[config.mk]
export PLATFORM = sky130hd
export DESIGN_NAME = sat_counter
export DESIGN_NICKNAME = d
export VERILOG_FILES = /design/src/rtl/sat_counter.sv
export SDC_FILE = /design/constraint.sdc
export NUM_CORES = 1
export LEC_CHECK = 0
export BUFFER_PORTS_ARGS = -buffer_cell sky130_fd_sc_hd__buf_2
export CORE_MARGIN = 10
export CORE_UTILIZATION = 56
export CTS_CLUSTER_SIZE = 24
export DETAILED_ROUTE_END_ITERATION = 8
export PLACE_DENSITY = 0.82
export SYNTH_ARGS = -nofsm -noshare
export SYNTH_HDL_FRONTEND = slang
export SYNTH_SLANG_ARGS = --single-unit
[constraint.sdc]
create_clock -name i_clk -period 4.4 [get_ports i_clk]
set_clock_uncertainty 0.2 [all_clocks]
set_input_delay 0.22 -clock i_clk [delete_from_list [all_inputs] [get_ports i_clk]]
set_output_delay 0.22 -clock i_clk [all_outputs]
set_load 0.02 [all_outputs]
[src/rtl/sat_counter.sv]
// Saturating up-counter with synchronous reset, synchronous clear and
// increment enable; sticks at all-ones instead of wrapping.
module sat_counter #(
    parameter int WIDTH = 16
) (
    input  logic             i_clk,
    input  logic             i_srst,
    input  logic             i_clr,
    input  logic             i_inc,
    output logic [WIDTH-1:0] o_cnt
);

    logic [WIDTH-1:0] cnt_q;
    logic [WIDTH-1:0] cnt_d;

    always_comb begin
        cnt_d = cnt_q;
        if (i_clr) begin
            cnt_d = '0;
        end else if (i_inc && (cnt_q != '1)) begin
            cnt_d = cnt_q + WIDTH'(1);
        end
    end

    always_ff @(posedge i_clk) begin
        if (i_srst) begin
            cnt_q <= '0;
        end else begin
            cnt_q <= cnt_d;
        end
    end

    assign o_cnt = cnt_q;

endmodule

# Word level (Yosys, flattened, before mapping)
# Cells that the tools add are included.
[totals]
register_bits = 16
input_bits = 4
output_inout_bits = 16
elab_cells = 5
[op_classes]
addsub = 1
n_eq_ne = 1
reduce_logical = 2
[ops]
columns = ["cell", "n"]
rows = [
  ["adder 16 x 1 -> 16 bit (second input constant)", 1],
  ["!= test 16 bit (second input constant)", 1],
  ["OR reduction 2 bit", 1],
  ["logical AND 1 bit", 1],
]

# Longest topological paths before layout
[depth]
depth_word = 2
mapped_depth = 6
ltp_nobuf = 5

# Least setup slack after synthesis
# OpenSTA, ideal clock, no wires.
[synth_timing]
path_type = "reg2reg"
startpoint = "register cnt_q[0] (netlist: o_cnt[0])"
endpoint = "register cnt_q[12] (netlist: o_cnt[12])"
setup_ps = 91
t_arrival_ps = 1496
required_ps = 4109
setup_slack_ps = 2613
stages_incl_launch_ff = 7
n_path_buf = 1
period_less_slack_ps = 1787
cell_sequence = "dfxtp_1 > ha_1 > and4_4 > and3_1 > buf_4 > a31oi_1 > a311oi_1"
[synth_via]
elab_chain_cells = 2
elab_cells_between_ends = 3
classes_between = "add/sub: 1; eq/ne: 1; reduce/logical: 1"
[synth_lines]
columns = ["item", "line", "rtl"]
rows = [
  ["start: declaration", "13", "logic [WIDTH-1:0] cnt_q;"],
  ["start signal: assignment", "29", "cnt_q <= cnt_d;"],
  ["branches (longest 2 deep; another with adder 16 x 1 -> 16 bit)", "n/a", ""],
]
# Several ways; the timed one is not identified.
# A chain may end at the register's enable or synchronous reset.

# Final worst setup path
[layout_timing]
startpoint = "register cnt_q[13] (netlist: o_cnt[13])"
endpoint = "register cnt_q[0] (netlist: o_cnt[0])"
[layout_via]
elab_chain_cells = 2
[layout_lines]
columns = ["item", "line", "rtl"]
rows = [
  ["!= test 16 bit", "20", "end else if (i_inc && (cnt_q != '1)) begin"],
  ["logical AND 1 bit", "20", ""],
]
# No other way between the ends.

==> results.yml <==
synthesis:
  syn_avg_cell_area_sq_um: 8.99
  synthFlopType: "dfxtp_1"
  netlist.area_leader.share_pct: 34.9
  postSynth.asyncResetShare_pct: 0
  synth_edf_count: 0
  synthDistinctLibCells: 36
  syn_area_sq_um: 917
  synth-seq-cells: 16
  syn-instance-count: 102
  yosysMostFrequentCell: "dfxtp_1"
  synth_fp_nets: 107
  synthTopCellsByArea: "dfxtp_1 (35%), mux2i_1 (6.5%), nand2_1 (5.3%)"
  yosysWarnings: 0
  synth_seq_area_share_pct: 34.9
  synth_common_cells: "dfxtp_1 (16), nand2_1 (13), a21oi_1 (6), mux2i_1 (6), nand3_1 (5)"
  synth_largest_area_cell: "dfxtp_1"
setup_path:
  start_kind: "flop"
  critPathRequiredTime_ns: 4.36
  r2r_cells: 4
  crit_type: "reg -> reg"
  worst-endpoint-arrival_ns: 1.90
  r2r_start: "o_cnt[13]"
  endpoint_kind: "flop"
  reg2reg_slack_ns: 2.46
  slowest_stage: "dfxtp_1"
  crit_chain: "nand4_4, nor3_4, a21boi_0, mux2i_1"
  path_max_fanout: 12
  cpPeakStageDelay_ns: 0.49
  r2r_end: "o_cnt[0]"
final_layout:
  antenna_cells: 0
  postLayoutCoreUtil_pct: 67.3
  nFillCells: 144
  largest_reg_flops: 16
  area_growth_pct: 11.9
  drive_gt1_share_pct: 29.2
  final_cells: 136
  postLayoutCellArea_sq_um: 1030
  layout.nets: 126
clocking:
  post_cts_buffers: 0
  clkSinkCount: 16
  cts_made_buffers: 3
  htreeDepth: 1
  ctsResizeCount: 0
  cts_root_buf: "clkbuf_4"
  insertion_delay_ns: 0.29
  cts_buffer_depth: 2
  path_clk_slew_ns: 0.09
  cts_hold_buf: 0
  cts_tree: "built"
sta:
  worst_pin_slew_ns: 0.759
  finalSetupViolCount: 0
  period_share_pct: 44.0
  timing.hold.ws_ns: 0.0590
  setup_tns_ns: 0
  min_period_ns: 1.94
  max_freq_mhz: 516
  layout_setup_ws_ns: 2.46
  finalMaxSlewViolations: 0
  rsz0062_at_grt: "no"
  max_slew_margin_pct: 49.2
  hold_violations: 0
pwr:
  max-vdd-ir-drop_mv: 0.231
  finalPower_uw: 254
  power_per_cell_area_nw_per_um2: 248
  cellLeakagePower_nw: 0.424
placement:
  gp_congestion: 0.896
  dpl_cell_area_sq_um: 990
  dp_slack_ns: 2.47
  io_buffers: 19
  post-place-cells: 132
  dp_hpwl_mm: 1.65
floorplan:
  die_y_microns: 60.5
  row_count: 14
  ios: 20
  start_util_pct: 60.2
  core_area_sq_um: 1520
  die_area_sq_um: 3660
  fp.dieW_microns: 60.5
grt:
  grt_max_degree: 13
  antenna_found_initial: 0
  first_global_vias: 822
  overflow: 0
  grt_first_pass_wirelength_mm: 3.65
  grt_usage_pct: 12.6
detailed_routing:
  drc: 0
  final_antenna_net_count: 0
  routed_wl_mm: 2.16
  wl_per_cell_microns: 15.9
  vias: 848
  drt_iter0_markers: 31
  viasPerCell: 6.24
  dr.pass1.iters: 4
hold_path:
  hold_class: "in -> reg"
  hp-start: "i_srst"
  min_delay_worst_endpoint: "o_cnt[9]"
  min_delay_path_depth: 3
run:
  maxCapViolations: 0
status:
  outcome: "complete, no violations"
## worst max-delay path by stage
stage | slack (ns) | end | start | cells after the start
after floorplan | 2.61 | o_cnt[12] | o_cnt[0] | 6
after global placement | 2.57 | o_cnt[0] | o_cnt[13] | 4
after detailed placement | 2.47 | o_cnt[0] | o_cnt[13] | 4
after CTS | 2.45 | o_cnt[0] | o_cnt[13] | 4
after global routing | 2.29 | o_cnt[0] | o_cnt[13] | 4
final | 2.46 | o_cnt[0] | o_cnt[13] | 4
## area by class of cell
| class | count | area, sq um | share of cell area, % |
|---|---|---|---|
| clock buffers | 4 | 36.3 | 3.54 |
| inverters | 1 | 3.75 | 0.366 |
| multi-input cells | 80 | 551 | 53.7 |
| flip-flops and latches | 16 | 320 | 31.2 |
| well taps | 16 | 20.0 | 1.95 |
| repair buffers | 19 | 95.1 | 9.27 |
## cell families after synthesis
| group | share of synthesized area [%] |
|---|---|
| AOI/OAI and AO/OA | 20.6 |
| adders and majority gates | 1.36 |
| buffers and inverters | 5.05 |
| DFF | 34.9 |
| muxes | 6.55 |
| and+or+nand+nor | 31.5 |
## cell usage in the layout (no fill, tap or decap), types with 2 or more instances in the layout
| cell | synthesis | final |
|---|---|---|
| nand2_1 | 13 | 13 |
| nor3_1 | 2 | 2 |
| o21ai_1 | 2 | 2 |
| a2111o_1 | 2 | 2 |
| nor2_1 | 2 | 2 |
| and3_1 | 3 | 3 |
| and2_1 | 2 | 2 |
| o21ai_0 | 4 | 4 |
| a211oi_1 | 3 | 3 |
| buf_2 | 0 | 19 |
| mux2i_1 | 6 | 6 |
| or3_2 | 3 | 3 |
| a21oi_1 | 6 | 6 |
| nand3_1 | 5 | 5 |
| clkbuf_4 | 0 | 3 |
| or3_1 | 4 | 4 |
| dfxtp_1 | 16 | 16 |
| and2_2 | 2 | 2 |
| and3_4 | 2 | 2 |
| a31oi_1 | 4 | 4 |
| nand4_1 | 3 | 3 |
## critical path, delay by kind of cell, from the launching register on
family             cells  cell delay, ns
AOI/OAI and AO/OA      1            0.28
muxes                  1            0.18
DFF                    1            0.49
and+or+nand+nor        2            0.67
## per-layer routing
metal | up-vias | GRT usage (%) | part of all wire, %
li1 | 427 | - | -
met2 | 27 | 20.9 | 46
met3 | 7 | 3.76 | 6.2
met4 | 0 | 6.58 | 2.4
met1 | 387 | 14.2 | 46
met5 | - | 0 | 0
## report_power, final
group          internal (mW)  switching (mW)  total [mW]
sequential             0.145        0.000780       0.146
clock                 0.0504          0.0461      0.0966
combinational        0.00429         0.00736      0.0117
total                  0.200          0.0543       0.254
Power figures use the tool's default switching activity.
